`src/rtl/alu_pkg.sv`:
```
// Shared ALU definitions: add/subtract opcode encoding and the operand
// conditioning rules used at the entry of the add/subtract pipeline.
package alu_pkg;

    typedef enum logic [1:0] {
        ALU_ADD  = 2'd0,
        ALU_SUB  = 2'd1,
        ALU_ADDC = 2'd2,
        ALU_SUBB = 2'd3
    } alu_addsub_op_t;

    // Subtracting forms use the one's complement of b.
    function automatic logic op_inverts_b(alu_addsub_op_t op);
        return (op == ALU_SUB) || (op == ALU_SUBB);
    endfunction

    // Carry into bit 0: fixed for ADD/SUB, caller-supplied for ADDC/SUBB.
    function automatic logic op_carry_in(alu_addsub_op_t op, logic cin);
        logic c;
        case (op)
            ALU_ADD: c = 1'b0;
            ALU_SUB: c = 1'b1;
            default: c = cin;
        endcase
        return c;
    endfunction

endpackage

```
`src/rtl/addsub_pipe_if.sv`:
```
// Operand/result handshake bundle for addsub_pipe. The master side produces
// operands and consumes results; the slave side is the arithmetic unit.
interface addsub_pipe_if
    import alu_pkg::*;
#(
    parameter int WIDTH = 32
) ();

    logic               in_valid;
    logic               in_ready;
    alu_addsub_op_t     in_op;
    logic [WIDTH-1:0]   in_a;
    logic [WIDTH-1:0]   in_b;
    logic               in_cin;

    logic               out_valid;
    logic               out_ready;
    logic [WIDTH-1:0]   out_sum;
    logic               out_cout;
    logic               out_ovf;
    logic               out_zero;
    logic               out_neg;

    modport master (
        output in_valid, in_op, in_a, in_b, in_cin, out_ready,
        input  in_ready, out_valid, out_sum, out_cout, out_ovf, out_zero, out_neg
    );

    modport slave (
        input  in_valid, in_op, in_a, in_b, in_cin, out_ready,
        output in_ready, out_valid, out_sum, out_cout, out_ovf, out_zero, out_neg
    );

endinterface

```
`src/rtl/addsub_seg.sv`:
```
// Combinational SEG-bit adder slice. Besides the carry out it exposes the
// carry into its own MSB so the top slice can derive signed overflow.
module addsub_seg #(
    parameter int SEG = 8
) (
    input  logic [SEG-1:0] a,
    input  logic [SEG-1:0] b,
    input  logic           cin,
    output logic [SEG-1:0] sum,
    output logic           cout,
    output logic           c_msb
);

    generate
        if (SEG == 1) begin : g_bit
            assign c_msb = cin;
            assign sum   = a ^ b ^ cin;
        end else begin : g_wide
            // Add everything below the MSB first; its top bit is the MSB carry-in.
            logic [SEG-1:0] low;
            assign low   = {1'b0, a[SEG-2:0]} + {1'b0, b[SEG-2:0]} + {{(SEG-1){1'b0}}, cin};
            assign c_msb = low[SEG-1];
            assign sum   = {a[SEG-1] ^ b[SEG-1] ^ c_msb, low[SEG-2:0]};
        end
    endgenerate

    assign cout = (a[SEG-1] & b[SEG-1]) | (c_msb & (a[SEG-1] ^ b[SEG-1]));

endmodule

```
`src/rtl/addsub_pipe.sv`:
```
// Pipelined add/subtract unit. One SEG-bit slice is resolved per stage with
// the carry registered between stages. Unresolved upper operand bits travel
// down a shrinking triangle of registers, the resolved sum grows alongside.
// The whole pipe shifts together whenever the output side can move.
module addsub_pipe
    import alu_pkg::*;
#(
    parameter int WIDTH = 32,
    parameter int SEG   = 8
) (
    input  logic         clk,
    input  logic         rst_n,
    addsub_pipe_if.slave bus
);

    localparam int STAGES = WIDTH / SEG;

    logic             advance;
    logic             last_valid;
    logic [WIDTH-1:0] b_eff;
    logic             c0;

    assign b_eff   = op_inverts_b(bus.in_op) ? ~bus.in_b : bus.in_b;
    assign c0      = op_carry_in(bus.in_op, bus.in_cin);
    assign advance = !last_valid || bus.out_ready;

    genvar gi;
    generate
        for (gi = 0; gi < STAGES; gi++) begin : g_stage
            localparam int IN_W  = WIDTH - gi * SEG;   // operand bits still unresolved
            localparam int SUM_W = (gi + 1) * SEG;     // sum bits resolved after this stage

            logic [IN_W-1:0]  a_src;
            logic [IN_W-1:0]  b_src;
            logic             cin_src;
            logic             valid_src;
            logic             zero_src;
            logic [SUM_W-1:0] sum_next;
            logic [SEG-1:0]   seg_sum;
            logic             seg_cout;
            logic             seg_cmsb;

            logic             valid_reg;
            logic             carry_reg;
            logic             zero_reg;
            logic [SUM_W-1:0] sum_reg;

            if (gi == 0) begin : g_entry
                assign a_src     = bus.in_a;
                assign b_src     = b_eff;
                assign cin_src   = c0;
                assign valid_src = bus.in_valid;
                assign zero_src  = 1'b1;
                assign sum_next  = seg_sum;
            end else begin : g_chain
                assign a_src     = g_stage[gi-1].g_rem.a_rem_reg;
                assign b_src     = g_stage[gi-1].g_rem.b_rem_reg;
                assign cin_src   = g_stage[gi-1].carry_reg;
                assign valid_src = g_stage[gi-1].valid_reg;
                assign zero_src  = g_stage[gi-1].zero_reg;
                assign sum_next  = {seg_sum, g_stage[gi-1].sum_reg};
            end

            addsub_seg #(.SEG(SEG)) u_seg (
                .a     (a_src[SEG-1:0]),
                .b     (b_src[SEG-1:0]),
                .cin   (cin_src),
                .sum   (seg_sum),
                .cout  (seg_cout),
                .c_msb (seg_cmsb)
            );

            // Stage control and resolved result; bubbles travel as valid = 0.
            always_ff @(posedge clk or negedge rst_n) begin
                if (!rst_n) begin
                    valid_reg <= 1'b0;
                    carry_reg <= 1'b0;
                    zero_reg  <= 1'b0;
                    sum_reg   <= '0;
                end else if (advance) begin
                    valid_reg <= valid_src;
                    carry_reg <= seg_cout;
                    zero_reg  <= zero_src && (seg_sum == '0);
                    sum_reg   <= sum_next;
                end
            end

            if (IN_W > SEG) begin : g_rem
                logic [IN_W-SEG-1:0] a_rem_reg;
                logic [IN_W-SEG-1:0] b_rem_reg;

                // Carry the not-yet-added operand segments to the next stage.
                always_ff @(posedge clk or negedge rst_n) begin
                    if (!rst_n) begin
                        a_rem_reg <= '0;
                        b_rem_reg <= '0;
                    end else if (advance) begin
                        a_rem_reg <= a_src[IN_W-1:SEG];
                        b_rem_reg <= b_src[IN_W-1:SEG];
                    end
                end
            end

            if (gi == STAGES - 1) begin : g_last
                logic ovf_reg;

                // Signed overflow: carry into the MSB differs from carry out of it.
                always_ff @(posedge clk or negedge rst_n) begin
                    if (!rst_n) begin
                        ovf_reg <= 1'b0;
                    end else if (advance) begin
                        ovf_reg <= seg_cmsb ^ seg_cout;
                    end
                end
            end else begin : g_mid
                // Only the top slice's MSB carry matters.
                logic unused_cmsb;
                assign unused_cmsb = seg_cmsb;
            end
        end
    endgenerate

    assign last_valid    = g_stage[STAGES-1].valid_reg;
    assign bus.in_ready  = advance;
    assign bus.out_valid = last_valid;
    // Results are masked to zero whenever no beat is presented.
    assign bus.out_sum   = last_valid ? g_stage[STAGES-1].sum_reg : '0;
    assign bus.out_cout  = last_valid && g_stage[STAGES-1].carry_reg;
    assign bus.out_ovf   = last_valid && g_stage[STAGES-1].g_last.ovf_reg;
    assign bus.out_zero  = last_valid && g_stage[STAGES-1].zero_reg;
    assign bus.out_neg   = last_valid && g_stage[STAGES-1].sum_reg[WIDTH-1];

endmodule

```
`src/flat_wrapper.sv`:
```
// flat-port wrapper written by rule: the top's interface ports become plain ports
module addsub_pipe_flat import alu_pkg::*;
#(
    parameter int WIDTH = 32,
    parameter int SEG   = 8
)
  (clk, rst_n, bus_in_valid, bus_in_op, bus_in_a, bus_in_b, bus_in_cin, bus_out_ready, bus_in_ready, bus_out_valid, bus_out_sum, bus_out_cout, bus_out_ovf, bus_out_zero, bus_out_neg);
  addsub_pipe_if #(.WIDTH(WIDTH)) bus_i ();
  input  logic clk;
  input  logic rst_n;
  input wire logic [$bits(bus_i.in_valid)-1:0] bus_in_valid;
  input wire logic [$bits(bus_i.in_op)-1:0] bus_in_op;
  input wire logic [$bits(bus_i.in_a)-1:0] bus_in_a;
  input wire logic [$bits(bus_i.in_b)-1:0] bus_in_b;
  input wire logic [$bits(bus_i.in_cin)-1:0] bus_in_cin;
  input wire logic [$bits(bus_i.out_ready)-1:0] bus_out_ready;
  output wire logic [$bits(bus_i.in_ready)-1:0] bus_in_ready;
  output wire logic [$bits(bus_i.out_valid)-1:0] bus_out_valid;
  output wire logic [$bits(bus_i.out_sum)-1:0] bus_out_sum;
  output wire logic [$bits(bus_i.out_cout)-1:0] bus_out_cout;
  output wire logic [$bits(bus_i.out_ovf)-1:0] bus_out_ovf;
  output wire logic [$bits(bus_i.out_zero)-1:0] bus_out_zero;
  output wire logic [$bits(bus_i.out_neg)-1:0] bus_out_neg;
  assign bus_i.in_valid = bus_in_valid;
  assign bus_i.in_op = bus_in_op;
  assign bus_i.in_a = bus_in_a;
  assign bus_i.in_b = bus_in_b;
  assign bus_i.in_cin = bus_in_cin;
  assign bus_i.out_ready = bus_out_ready;
  assign bus_in_ready = bus_i.in_ready;
  assign bus_out_valid = bus_i.out_valid;
  assign bus_out_sum = bus_i.out_sum;
  assign bus_out_cout = bus_i.out_cout;
  assign bus_out_ovf = bus_i.out_ovf;
  assign bus_out_zero = bus_i.out_zero;
  assign bus_out_neg = bus_i.out_neg;
  addsub_pipe #(.WIDTH(WIDTH), .SEG(SEG)) u_core (.clk(clk), .rst_n(rst_n), .bus(bus_i));
endmodule
```
`config.mk`:
```
export PLATFORM = sky130hd
export DESIGN_NAME = addsub_pipe_flat
export DESIGN_NICKNAME = d
export VERILOG_FILES = /design/src/rtl/alu_pkg.sv /design/src/rtl/addsub_pipe_if.sv /design/src/rtl/addsub_seg.sv /design/src/rtl/addsub_pipe.sv /design/src/flat_wrapper.sv
export SDC_FILE = /design/constraint.sdc
export NUM_CORES = 1
export LEC_CHECK = 0
export ABC_AREA = 0
export BUFFER_PORTS_ARGS = -buffer_cell sky130_fd_sc_hd__buf_2
export CAP_MARGIN = 25
export CORE_MARGIN = 2
export CORE_UTILIZATION = 55
export DETAILED_ROUTE_END_ITERATION = 6
export PLACE_DENSITY = 0.74
export SYNTH_ARGS = -nofsm -noshare
export SYNTH_HDL_FRONTEND = slang
export SYNTH_HIERARCHICAL = 1
export SYNTH_SLANG_ARGS = --single-unit
```
`constraint.sdc`:
```
create_clock -name clk -period 2.9 [get_ports clk]
set_input_delay 0 -clock clk [delete_from_list [all_inputs] [get_ports clk]]
set_output_delay 0 -clock clk [all_outputs]
set_load 0.1 [all_outputs]
```
==> results by group, run 1 <==
Status
  • Outcome: finished clean

Synth
  • Post-synth ARST share: 1.00
  • Syn. warnings: 6
  • Seq/Total Area, Yosys: 0.529
  • Number of synthesized flops with an enable pin: 0
  • Netlist Area Pre-Place: a little under 0.009 sq mm
  • #FFs+latches synth: between 150 and 200
  • Syn Area/Cell: slightly below 9 sq um
  • Syn_nets: ~1100
  • Post-synth top flop: dfrtp_1
  • Post-Synthesis Cells: a little over 1000
  • Post-synthesis cell type count: 33

Drt
  • Vias: 6597
  • Via-to-Cell Ratio: 4.78
  • # DRC: 0
  • Drt pass-1 iters: 5
  • Routed Antenna Nets: 0
  • Final wirelength: approximately 17000 um
  • Initial DRC count: ~490
  • Wire length per cell: ~13 um

STA
  • Crit path time final: ~2.6 ns
  • Slew @ Worst Pin: roughly 0.86 ns
  • Period utilization: 0.895
  • Fin. max-slew vios: 0
  • Hold Vio Cnt, Final: 0
  • Hold slack: between 0.1 and 0.15 ns
  • Unrepaired setup endpoints after global routing: no
  • Clock Skews: a little under 0.007 ns
  • Max Freq: slightly below 400 MHz
  • Fin Setup TNS: 0 ns
  • Final setup fails: 0
  • Worst slew margin: 0.425

Cells and area
  • Multi-input gate area: 0.00380 sq mm
  • Area added between synthesis and finish: 19.5%
  • Largest register FFs: 80
  • Commonest non-fill, non-tap cell in the layout: nand2_1
  • Share of cells above drive strength 1: 0.130
  • # nets final: 1259
  • Register area: 0.00473 sq mm
  • Fin cells: around 1400
  • Fillers: roughly 1300
  • Most frequent cells in the layout: nand2_1 (517), dfrtp_1 (189), buf_2 (106)
  • # diodes: 0
  • Final Core Density: 0.673

Hold path
  • Hold Path Sink: u_core/g_stage[0].sum_reg[0]
  • Hold Path Depth: 5
  • Worst hold start: bus_in_cin
  • Hold WC Path Type: in -> reg

Global routing
  • Initial antenna violation count: 0
  • Vias in the first global route: 6435
  • Total grt overflow: 0
  • GRT Total Usage: 0.215
  • Largest net degree at the start of global routing: roughly 220
  • First-pass GRT wire length: roughly 30000 um

Placement
  • Port Buffer Count: approximately 110
  • Dpl hpwl: 11300 um
  • Placed instance count: between 1000 and 1500
  • Routability-driven placement congestion ratio: 0.829

Critical path
  • Reg-to-Reg Start: u_core/g_stage[2].g_rem.a_rem_reg[0]
  • CP Class: reg -> reg
  • CP Max Fanout: 2
  • Crit. End Element: register
  • Crit path from: u_core/g_stage[2].g_rem.a_rem_reg[0]
  • Reg-to-Reg End: u_core/g_stage[3].zero_reg
  • R2r setup slk: just over 0.3 ns
  • Reg2Reg Depth: 9
  • Worst Setup Start Kind: register
  • Worst EP required: approximately 3.2 ns
  • Arr. time, crit path: ~2.9 ns

Clocking
  • Clk sink count: 189
  • CTS tree: yes
  • CTS Buf Count: 17
  • Clk_lat worst skew: ~0.43 ns
  • Root Buffer: clkbuf_16
  • CTS H-tree lvls: 4
  • Setup Buffers After CTS: 0
  • Clock Tree Buf Depth: 2
  • Clock-pin transition on the worst setup and hold timing paths: ~0.06 ns

Power
  • Peak VDD IR: between 0.7 and 0.8 mV
  • Total Power: between 10 and 15 mW
  • Pwr per Cell Area: 1200 mW/mm^2
  • Pleak: around 5.6 nW

Floorplanning
  • FP Rows: 46
  • Die Ht: 132 um
  • Die footprint: 0.0173 sq mm
  • Core box area: between 0.015 and 0.02 sq mm
  • DIE WIDTH: ~130 um
  • Io pins: between 100 and 150
  • Starting Density: 0.563

Run
  • Max cap viols: 0
-- critical path, cell delays in order, from the launching register on --
cell and delay (ns):
dfrtp_1 0.40, fa_1 0.44, a21oi_1 0.13, nor2b_1 0.07, a31oi_1 0.23, o21ai_0 0.22, fa_1 0.51, nor4_1 0.21
nand4b_1 0.12, o21ai_0 0.17
-- per-layer routing --
metal	part of all wire	vias up	GRT usage	wire length, um
met5	0	-	0	0
met4	0.013	0	0.0670	219
met3	0.038	17	0.0428	666
met2	0.44	136	0.320	7630
met1	0.51	3012	0.319	8910
li1	-	3432	-	-
-- where the power goes --
part           switching, mW  internal (mW)
clock network          0.949           1.40
logic                   4.22           1.84
registers              0.635           3.79
total                   5.81           7.03
-- stage by stage --
step / cell area (sq um) / worst slack (ns)
after floorplan: 8940 / 0.387
after global placement: 9560 / 0.404
after detailed placement: 9560 / 0.326
after CTS: 10700 / 0.303
after global routing: 10700 / 0.0867
final: 10700 / 0.306
-- cells by family (layout without fill, tap and decap cells) --
group	after synthesis	count (layout)	share of synthesized area
multiplexers	4	4	0.00462
AND/OR/NAND/NOR	597	597	0.270
XOR/XNOR	45	45	0.0441
AO/OA/AOI/OAI	70	70	0.0455
flip-flops	189	189	0.529
adder cells (fa/ha/maj)	36	36	0.0604
buffers and inverters	71	224	0.0467
-- area by class of cell --
class                           count  share of cell area
Tap cell                          216              0.0253
Sequential cell                   189               0.443
Inverter                           22             0.00796
Timing Repair Buffer              170               0.112
Clock buffer                       22              0.0434
Clock inverter                     10              0.0130
Multi-Input combinational cell    752               0.356
-- worst max-delay path by stage --
| stage | endpoint | slack (ns) | depth (start not counted) |
|---|---|---|---|
| 2_1_floorplan | u_core/g_stage[0].zero_reg | 0.39 | 12 |
| 3_3_place_gp | u_core/g_stage[0].zero_reg | 0.40 | 11 |
| 3_5_place_dp | u_core/g_stage[3].zero_reg | 0.33 | 9 |
| 4_1_cts | u_core/g_stage[3].zero_reg | 0.30 | 9 |
| 5_1_grt | u_core/g_stage[3].zero_reg | 0.09 | 9 |
| 6_report | u_core/g_stage[3].zero_reg | 0.31 | 9 |
-- cell usage after synthesis (5+ instances only) --
cell type / count / share of area
a21oi_1: 16 / 0.0090
and2_1: 35 / 0.024
buf_2: 20 / 0.011
buf_4: 15 / 0.013
buf_6: 9 / 0.011
clkbuf_1: 5 / 0.0021
dfrtp_1: 189 / 0.53
fa_1: 12 / 0.027
ha_1: 24 / 0.034
inv_1: 21 / 0.0088
nand2_1: 517 / 0.22
nor2_1: 8 / 0.0034
nor2b_1: 12 / 0.0084
nor3_1: 9 / 0.0050
nor4_1: 6 / 0.0042
o21ai_0: 36 / 0.020
xnor2_1: 37 / 0.036
xor2_1: 8 / 0.0078
-- timing repair --
action,4_1_cts,5_1_grt
hold buffers,52,0
gates resized for setup,0,0
hold endpoints to repair,138,0
Power figures use the tool's default switching activity.
==> run 2: changes to the inputs <==
--- a/config.mk
+++ b/config.mk
@@ -14,5 +14,4 @@
 export PLACE_DENSITY = 0.74
 export SYNTH_ARGS = -nofsm -noshare
 export SYNTH_HDL_FRONTEND = slang
-export SYNTH_HIERARCHICAL = 1
 export SYNTH_SLANG_ARGS = --single-unit
==> run 2 against run 1 <==
Net effect:
- total power up 1.1%
- register-to-register slack got worse by 0.10 ns
- critical path depth is 1 higher
- combinational power about the same
- core utilization grew 0.52 points
- largest cell class unchanged
- non-clock buffer count down 2
- first-iteration DRC count up 7.1%
- sequential power about the same
- critical endpoint is now u_core.g_stage[3].g_last.ovf_reg
- clock power grew 8%
- area after synthesis shrank 1.3%
==> results by group, run 2 <==
Cells and area
  • Commonest non-fill, non-tap cell in the layout: nand2_1 (unchanged)
  • # diodes: 0 (unchanged)
  • Final Core Density: 0.678 (was 0.673)
  • Area added between synthesis and finish: 21.1% (was 19.5%)
  • # nets final: 1214 (was 1259)
  • Most frequent cells in the layout: nand2_1 (427), dfrtp_1 (189), buf_2 (107) (was nand2_1 (517), dfrtp_1 (189), buf_2 (106))
  • Fin cells: 1336 (was 1381)
  • Share of cells above drive strength 1: 0.147 (was 0.130)
  • Largest register FFs: 80 (unchanged)

STA
  • Max Freq: 371 MHz (was 385 MHz)
  • Clock Skews: 0.00669 ns (was 0.00683 ns)
  • Final setup fails: 0 (unchanged)
  • Crit path time final: 2.70 ns (was 2.59 ns)
  • Worst slew margin: 0.462 (was 0.425)
  • Slew @ Worst Pin: 0.807 ns (was 0.862 ns)
  • Fin. max-slew vios: 0 (unchanged)
  • Fin Setup TNS: 0 ns (unchanged)
  • Period utilization: 0.930 (was 0.895)
  • Unrepaired setup endpoints after global routing: no (unchanged)
  • Hold Vio Cnt, Final: 0 (unchanged)

Power
  • Pint: 7.20 mW (was 7.03 mW)
  • Gate power share: 0.466 (was 0.473)
  • Pleak: 5.41 nW (was 5.55 nW)
  • Clk network pwr share: 0.196 (was 0.183)
  • Pwr per Cell Area: 1210 mW/mm^2 (was 1200 mW/mm^2)
  • Seq pwr share: 0.338 (was 0.344)
  • Sw Share: 0.445 (was 0.452)
  • Switching power: 5.78 mW (was 5.81 mW)
  • Peak VDD IR: 0.608 mV (was 0.762 mV)

Floorplanning
  • DIE WIDTH: 131 um (was 132 um)
  • Die footprint: 0.0171 sq mm (was 0.0173 sq mm)
  • Core box area: 0.0158 sq mm (was 0.0159 sq mm)
  • FP Rows: 46 (unchanged)
  • Starting Density: 0.560 (was 0.563)
  • Io pins: 109 (unchanged)
  • Die Ht: 131 um (was 132 um)

Critical path
  • R2r setup slk: 0.20 ns (was 0.31 ns)
  • Crit. End Element: register (unchanged)
  • CP endpoint: u_core.g_stage[3].g_last.ovf_reg (was u_core/g_stage[3].zero_reg)
  • CP Max Fanout: 5 (was 2)
  • Crit path from: u_core.g_stage[2].g_rem.b_rem_reg[0] (was u_core/g_stage[2].g_rem.a_rem_reg[0])
  • Reg-to-Reg End: u_core.g_stage[3].g_last.ovf_reg (was u_core/g_stage[3].zero_reg)
  • Reg-to-Reg Start: u_core.g_stage[2].g_rem.b_rem_reg[0] (was u_core/g_stage[2].g_rem.a_rem_reg[0])
  • Worst Setup Start Kind: register (unchanged)
  • Worst EP required: 3.20 ns (was 3.24 ns)
  • Arr. time, crit path: 3.00 ns (was 2.93 ns)
  • CP Class: reg -> reg (unchanged)
  • Reg2Reg Depth: 10 (was 9)

Synth
  • Area contributors post-synth: dfrtp_1 (54%), nand2_1 (18%), ha_1 (3.4%) (was dfrtp_1 (53%), nand2_1 (22%), xnor2_1 (3.6%))
  • Most numerous cell in the Yosys netlist: nand2_1 (unchanged)
  • Syn_nets: 1076 (was 1119)
  • Post-synthesis cell type count: 52 (was 33)
  • #FFs+latches synth: 189 (unchanged)
  • Top cells by count, synth: nand2_1 (427), dfrtp_1 (189), and2_1 (35) (was nand2_1 (517), dfrtp_1 (189), xnor2_1 (37))
  • Netlist Area Pre-Place: 0.00883 sq mm (was 0.00894 sq mm)
  • Post-Synthesis Cells: 969 (was 1012)
  • Yosys top cell area share: 0.536 (was 0.529)
  • Post-synth ARST share: 1.00 (unchanged)
  • Post-synth top flop: dfrtp_1 (unchanged)
  • Syn Area/Cell: 9.11 sq um (was 8.84 sq um)
  • Area leader, netlist: dfrtp_1 (unchanged)
  • Number of synthesized flops with an enable pin: 0 (unchanged)
  • Seq/Total Area, Yosys: 0.536 (was 0.529)
  • Syn. warnings: 0 (was 6)

Clocking
  • CTS H-tree lvls: 4 (unchanged)
  • Setup Buffers After CTS: 0 (unchanged)
  • Clk sink count: 189 (unchanged)
  • Root Buffer: clkbuf_16 (unchanged)
  • CTS tree: yes (unchanged)
  • CTS Buf Count: 17 (unchanged)
  • Clk_lat worst skew: 0.43 ns (about the same)
  • Clock Tree Buf Depth: 2 (unchanged)
  • Clock-pin transition on the worst setup and hold timing paths: 0.07 ns (was 0.06 ns)

Global routing
  • Vias in the first global route: 6176 (was 6435)
  • First-pass GRT wire length: 29200 um (was 30400 um)
  • Initial antenna violation count: 0 (unchanged)
  • Total grt overflow: 0 (unchanged)
  • GRT Total Usage: 0.218 (was 0.215)
  • Largest net degree at the start of global routing: 189 (was 217)

Hold path
  • Worst hold start: bus_in_a[1] (was bus_in_cin)
  • Hold WC Path Type: in -> reg (unchanged)

Placement
  • Dpl hpwl: 11100 um (was 11300 um)
  • Port Buffer Count: 108 (unchanged)
  • Placed instance count: 1252 (was 1297)
  • Routability-driven placement congestion ratio: 0.836 (was 0.829)

Run
  • Max cap viols: 0 (unchanged)

Drt
  • Drt pass-1 iters: 4 (was 5)
  • Routed Antenna Nets: 0 (unchanged)
  • Wire length per cell: 13.3 um (was 12.6 um)
  • Via-to-Cell Ratio: 4.94 (was 4.78)
  • Initial DRC count: 529 (was 494)
  • Final wirelength: 17700 um (was 17400 um)
  • Vias: 6602 (was 6597)
  • # DRC: 0 (unchanged)

Status
  • Outcome: finished clean (unchanged)
run 2: changes by cell type in the layout (fill, tap and decap cells not counted), moves of 6 or more:
| cell | previous run | this run |
|---|---|---|
| xor2_1 | 8 | 15 |
| nor4_1 | 6 | 0 |
| nor2_1 | 8 | 25 |
| nor3_1 | 9 | 2 |
| nor2b_1 | 12 | 1 |
| nand2_1 | 517 | 427 |
| o21ai_1 | 1 | 34 |
| o21ai_0 | 36 | 23 |
run 2: area by class of cell:
cell class	count	area, sq um
fill	1320	5080
sequential	189	4730
inverter	23	93.8
tap	216	270
clock inverter	14	213
clock buffer	18	439
timing repair buffer	168	1150
multi-input combinational	708	3790
run 2: metal layers:
| layer | part of all wire | up-vias | global-route usage |
|---|---|---|---|
| met4 | 0.015 | 0 | 0.0713 |
| met5 | 0 | - | 0 |
| li1 | - | 3341 | - |
| met3 | 0.032 | 19 | 0.0387 |
| met2 | 0.48 | 122 | 0.347 |
| met1 | 0.48 | 3120 | 0.309 |
run 2: power groups by stage:
| stage | Sequential [mW] | Combinational [mW] | Clock [mW] |
|---|---|---|---|
| 5_1_grt | 4.55 | 6.68 | 2.68 |
| 3_3_place_gp | 4.39 | 5.80 | 0 |
| 2_1_floorplan | 4.32 | 4.86 | 0 |
| 3_5_place_dp | 4.44 | 5.94 | 0 |
| 6_report | 4.39 | 6.05 | 2.54 |
| 4_1_cts | 4.39 | 6.03 | 2.58 |
run 2: what timing repair did:
action / in CTS / in global routing
hold buffers: 52 / 0
gates resized for setup: 0 / 5
endpoints found under the hold margin: 124 / 0
endpoints found under the setup margin: 0 / 3
run 2: cell families after synthesis:
kind of cell	synth area share
AO/OA/AOI/OAI	0.0658
XOR/XNOR	0.0476
adder cells (fa/ha/maj)	0.0612
buffers and inverters	0.0383
flip-flops	0.536
multiplexers	0.00921
AND/OR/NAND/NOR	0.242
run 2: worst min path at each step:
| stage | end | cells past startpoint | slack, ns |
|---|---|---|---|
| finish | u_core.g_stage[0].sum_reg[1] | 4 | 0.05 |
| global route | u_core.g_stage[0].sum_reg[1] | 4 | 0.08 |
| CTS | u_core.g_stage[0].sum_reg[1] | 4 | 0.04 |
| detailed placement | u_core.g_stage[0].g_rem.a_rem_reg[2] | 1 | 0.05 |
| global placement | u_core.g_stage[0].g_rem.b_rem_reg[2] | 1 | 0.05 |
| floorplan | u_core.bus.out_valid | 0 | -0.30 |
run 2: through the flow:
| stage | hold slack [ns] | total power [mW] | worst slack, ns | instance area [sq um] |
|---|---|---|---|---|
| after floorplan | -0.296 | 9.18 | 0.145 | 8830 |
| after global placement | 0.0532 | 10.2 | 0.0969 | 9500 |
| after detailed placement | 0.0548 | 10.4 | 0.0377 | 9500 |
| after CTS | 0.0404 | 13.0 | 0.0173 | 10700 |
| after global routing | 0.0816 | 13.9 | 0.0120 | 10700 |
| final | 0.0467 | 13.0 | 0.203 | 10700 |
run 2: critical path: stages, from the launching register on:
cell      delay [ns]
dfrtp_1         0.40
fa_1            0.46
a21oi_2         0.19
nor2_1          0.09
o31ai_2         0.24
a21oi_1         0.09
or2_1           0.22
fa_2            0.38
nor4b_1         0.16
a211oi_1        0.24
nand3b_1        0.10
==> run 3: changes to the inputs <==
--- a/config.mk
+++ b/config.mk
@@ -6,12 +6,12 @@
 export NUM_CORES = 1
 export LEC_CHECK = 0
 export ABC_AREA = 0
-export BUFFER_PORTS_ARGS = -buffer_cell sky130_fd_sc_hd__buf_2
+export BUFFER_PORTS_ARGS = -buffer_cell sky130_fd_sc_hd__buf_4
 export CAP_MARGIN = 25
 export CORE_MARGIN = 2
-export CORE_UTILIZATION = 55
+export CORE_UTILIZATION = 40
 export DETAILED_ROUTE_END_ITERATION = 6
-export PLACE_DENSITY = 0.74
+export PLACE_DENSITY = 0.57
 export SYNTH_ARGS = -nofsm -noshare
 export SYNTH_HDL_FRONTEND = slang
 export SYNTH_SLANG_ARGS = --single-unit
==> run 3 against run 2 <==
Net effect:
- sequential power about the same
- first-iteration DRC count decreased by 36%
- core utilization decreased by 17 points
- combinational power increased by 3%
- largest power group unchanged
- sequential share of layout area decreased by 1.5 points
- die area increased by 36%
- largest cell class unchanged
- hold slack got worse by 0.043 ns
- maximum frequency decreased by 1.9%
- wire length increased by 3.0%
- final cell count increased by 5.2%
- register-to-register slack got worse by 0.05 ns
- final area increased by 3.6%
==> results by group, run 3 (same netlist as run 2, synthesis figures left out) <==
Status
  • Outcome: finished clean (unchanged)

Drt
  • Drt pass-1 iters: 4 (unchanged)
  • # DRC: 0 (unchanged)
  • Initial DRC count: 336 (was 529)
  • Vias: 6546 (was 6602)
  • Via-to-Cell Ratio: 4.66 (was 4.94)
  • Routed Antenna Nets: 0 (unchanged)
  • Wire length per cell: 13.0 um (was 13.3 um)
  • Final wirelength: 18300 um (was 17700 um)

Clocking
  • Root Buffer: clkbuf_16 (unchanged)
  • Clk_lat worst skew: 0.44 ns (was 0.43 ns)
  • CTS Buf Count: 17 (unchanged)
  • Clk sink count: 189 (unchanged)
  • CTS tree: yes (unchanged)
  • CTS H-tree lvls: 4 (unchanged)
  • Clock Tree Buf Depth: 2 (unchanged)
  • Clock-pin transition on the worst setup and hold timing paths: 0.07 ns (about the same)

Cells and area
  • # nets final: 1219 (was 1214)
  • Multi-input gate area: 0.00379 sq mm (about the same)
  • Share of cells above drive strength 1: 0.149 (was 0.147)
  • Largest register FFs: 80 (unchanged)
  • # diodes: 0 (unchanged)
  • Fillers: 2128 (was 1320)
  • Register area: 0.00473 sq mm (unchanged)
  • Most frequent cells in the layout: nand2_1 (427), dfrtp_1 (189), buf_4 (116) (was nand2_1 (427), dfrtp_1 (189), buf_2 (107))
  • Area added between synthesis and finish: 25.4% (was 21.1%)
  • Commonest non-fill, non-tap cell in the layout: nand2_1 (unchanged)
  • Final Cell Area: 0.0111 sq mm (was 0.0107 sq mm)

Global routing
  • GRT Total Usage: 0.164 (was 0.218)
  • First-pass GRT wire length: 31300 um (was 29200 um)
  • Largest net degree at the start of global routing: 148 (was 189)
  • Initial antenna violation count: 0 (unchanged)
  • Total grt overflow: 0 (unchanged)
  • Vias in the first global route: 6447 (was 6176)

Placement
  • Pre-CTS WS: 0.0341 ns (was 0.0377 ns)
  • Placed cell area: 0.00988 sq mm (was 0.00950 sq mm)
  • Port Buffer Count: 108 (unchanged)
  • Routability-driven placement congestion ratio: 0.752 (was 0.836)
  • Dpl hpwl: 12100 um (was 11100 um)

Floorplanning
  • Io pins: 109 (unchanged)
  • Die footprint: 0.0233 sq mm (was 0.0171 sq mm)
  • Die Ht: 153 um (was 131 um)
  • FP Rows: 54 (was 46)
  • Starting Density: 0.406 (was 0.560)
  • Core box area: 0.0218 sq mm (was 0.0158 sq mm)
  • DIE WIDTH: 153 um (was 131 um)

Critical path
  • CP Max Fanout: 2 (was 5)
  • Reg-to-Reg End: u_core.g_stage[3].zero_reg (was u_core.g_stage[3].g_last.ovf_reg)
  • CP Class: reg -> reg (unchanged)
  • Crit. End Element: register (unchanged)
  • R2r setup slk: 0.15 ns (was 0.20 ns)
  • Reg-to-Reg Start: u_core.g_stage[2].carry_reg (was u_core.g_stage[2].g_rem.b_rem_reg[0])
  • Reg2Reg Depth: 10 (unchanged)
  • Arr. time, crit path: 3.10 ns (was 3.00 ns)
  • Worst EP required: 3.25 ns (was 3.20 ns)
  • Worst Setup Start Kind: register (unchanged)

STA
  • Worst slew margin: 0.448 (was 0.462)
  • Hold Vio Cnt, Final: 0 (unchanged)
  • Crit path time final: 2.75 ns (was 2.70 ns)
  • Setup ws final: 0.151 ns (was 0.203 ns)
  • Slew @ Worst Pin: 0.828 ns (was 0.807 ns)
  • Final setup fails: 0 (unchanged)
  • Period utilization: 0.948 (was 0.930)
  • Max Freq: 364 MHz (was 371 MHz)
  • Clock Skews: 0.00976 ns (was 0.00669 ns)
  • Unrepaired setup endpoints after global routing: yes (was no)
  • Fin Setup TNS: 0 ns (unchanged)
  • Fin. max-slew vios: 0 (unchanged)

Hold path
  • Hold Path Depth: 4 (unchanged)
  • Hold WC Path Type: in -> reg (unchanged)
  • Hold Path Sink: u_core.g_stage[0].sum_reg[1] (unchanged)
  • Worst hold start: bus_in_a[1] (unchanged)

Power
  • Pwr per Cell Area: 1190 mW/mm^2 (was 1210 mW/mm^2)
  • Pleak: 5.50 nW (was 5.41 nW)
  • Peak VDD IR: 0.486 mV (was 0.608 mV)

Run
  • Max cap viols: 0 (unchanged)
[run 3: cell types whose count changed in the layout (fill, tap and decap cells not counted), sizes merged]
cell	change
buf	+4
bufinv	-2
clkbuf	+4
clkinv	-2
dlygate4sd3	+1
clkinvlp	-1
inv	+1
[run 3: what timing repair did]
action / in CTS / in global routing
setup buffers: 0 / 1
resized for setup: 0 / 5
hold endpoints to repair: 131 / 0
endpoints found under the setup margin: 0 / 2
hold buffers: 53 / 0
[run 3: final cells by class]
| cell class | instances | area share |
|---|---|---|
| multi-input combinational | 708 | 0.342 |
| clock inverter | 10 | 0.0137 |
| sequential | 189 | 0.427 |
| inverter | 23 | 0.00848 |
| clock buffer | 22 | 0.0437 |
| tap | 280 | 0.0316 |
| timing repair buffer | 173 | 0.133 |
[run 3: power by group]
group,leakage (nW),switching [mW],total [mW],internal [mW]
Sequential,2.30,0.634,4.42,3.79
Combinational,2.89,4.18,6.23,2.05
Clock,0.312,1.02,2.49,1.46
Total,5.50,5.83,13.1,7.31
[run 3: worst max-delay path by stage]
stage / start / end / slack [ns] / cells after the start
6_report: u_core.g_stage[2].carry_reg / u_core.g_stage[3].zero_reg / 0.15 / 10
5_1_grt: u_core.g_stage[2].carry_reg / u_core.g_stage[3].zero_reg / -0.08 / 10
4_1_cts: u_core.g_stage[2].g_rem.b_rem_reg[0] / u_core.g_stage[3].zero_reg / 0.003 / 10
3_5_place_dp: u_core.g_stage[2].g_rem.b_rem_reg[0] / u_core.g_stage[3].zero_reg / 0.03 / 10
3_3_place_gp: u_core.g_stage[2].g_rem.b_rem_reg[0] / u_core.g_stage[3].zero_reg / 0.03 / 10
2_1_floorplan: bus_in_op[0] / u_core.g_stage[0].zero_reg / 0.15 / 14
[run 3: worst max-delay path, cell delays in order (launching register included)]
cell,delay [ns]
dfrtp_1,0.40
fa_2,0.41
a21oi_2,0.19
nor2_2,0.07
o31ai_2,0.28
a21oi_1,0.09
or2_1,0.22
fa_1,0.47
nor4_2,0.15
nand4_1,0.14
o31ai_2,0.25
[run 3: per-layer routing]
metal,vias to the layer above,global-route usage,routed length [um]
met5,-,0,0
met4,0,0.0529,228
met3,12,0.0284,565
met2,110,0.255,8050
met1,3066,0.235,9430
li1,3358,-,-
[run 3: through the flow]
step	util	hold slack, ns	total power, mW	instances
detailed placement	0.454	0.0417	10.7	1319
floorplan	-	-0.296	9.18	969
global placement	0.454	0.0411	10.5	1319
finish	0.509	0.00339	13.1	1405
CTS	0.508	0.00136	13.3	1404
global route	0.509	0.0322	14.2	1405
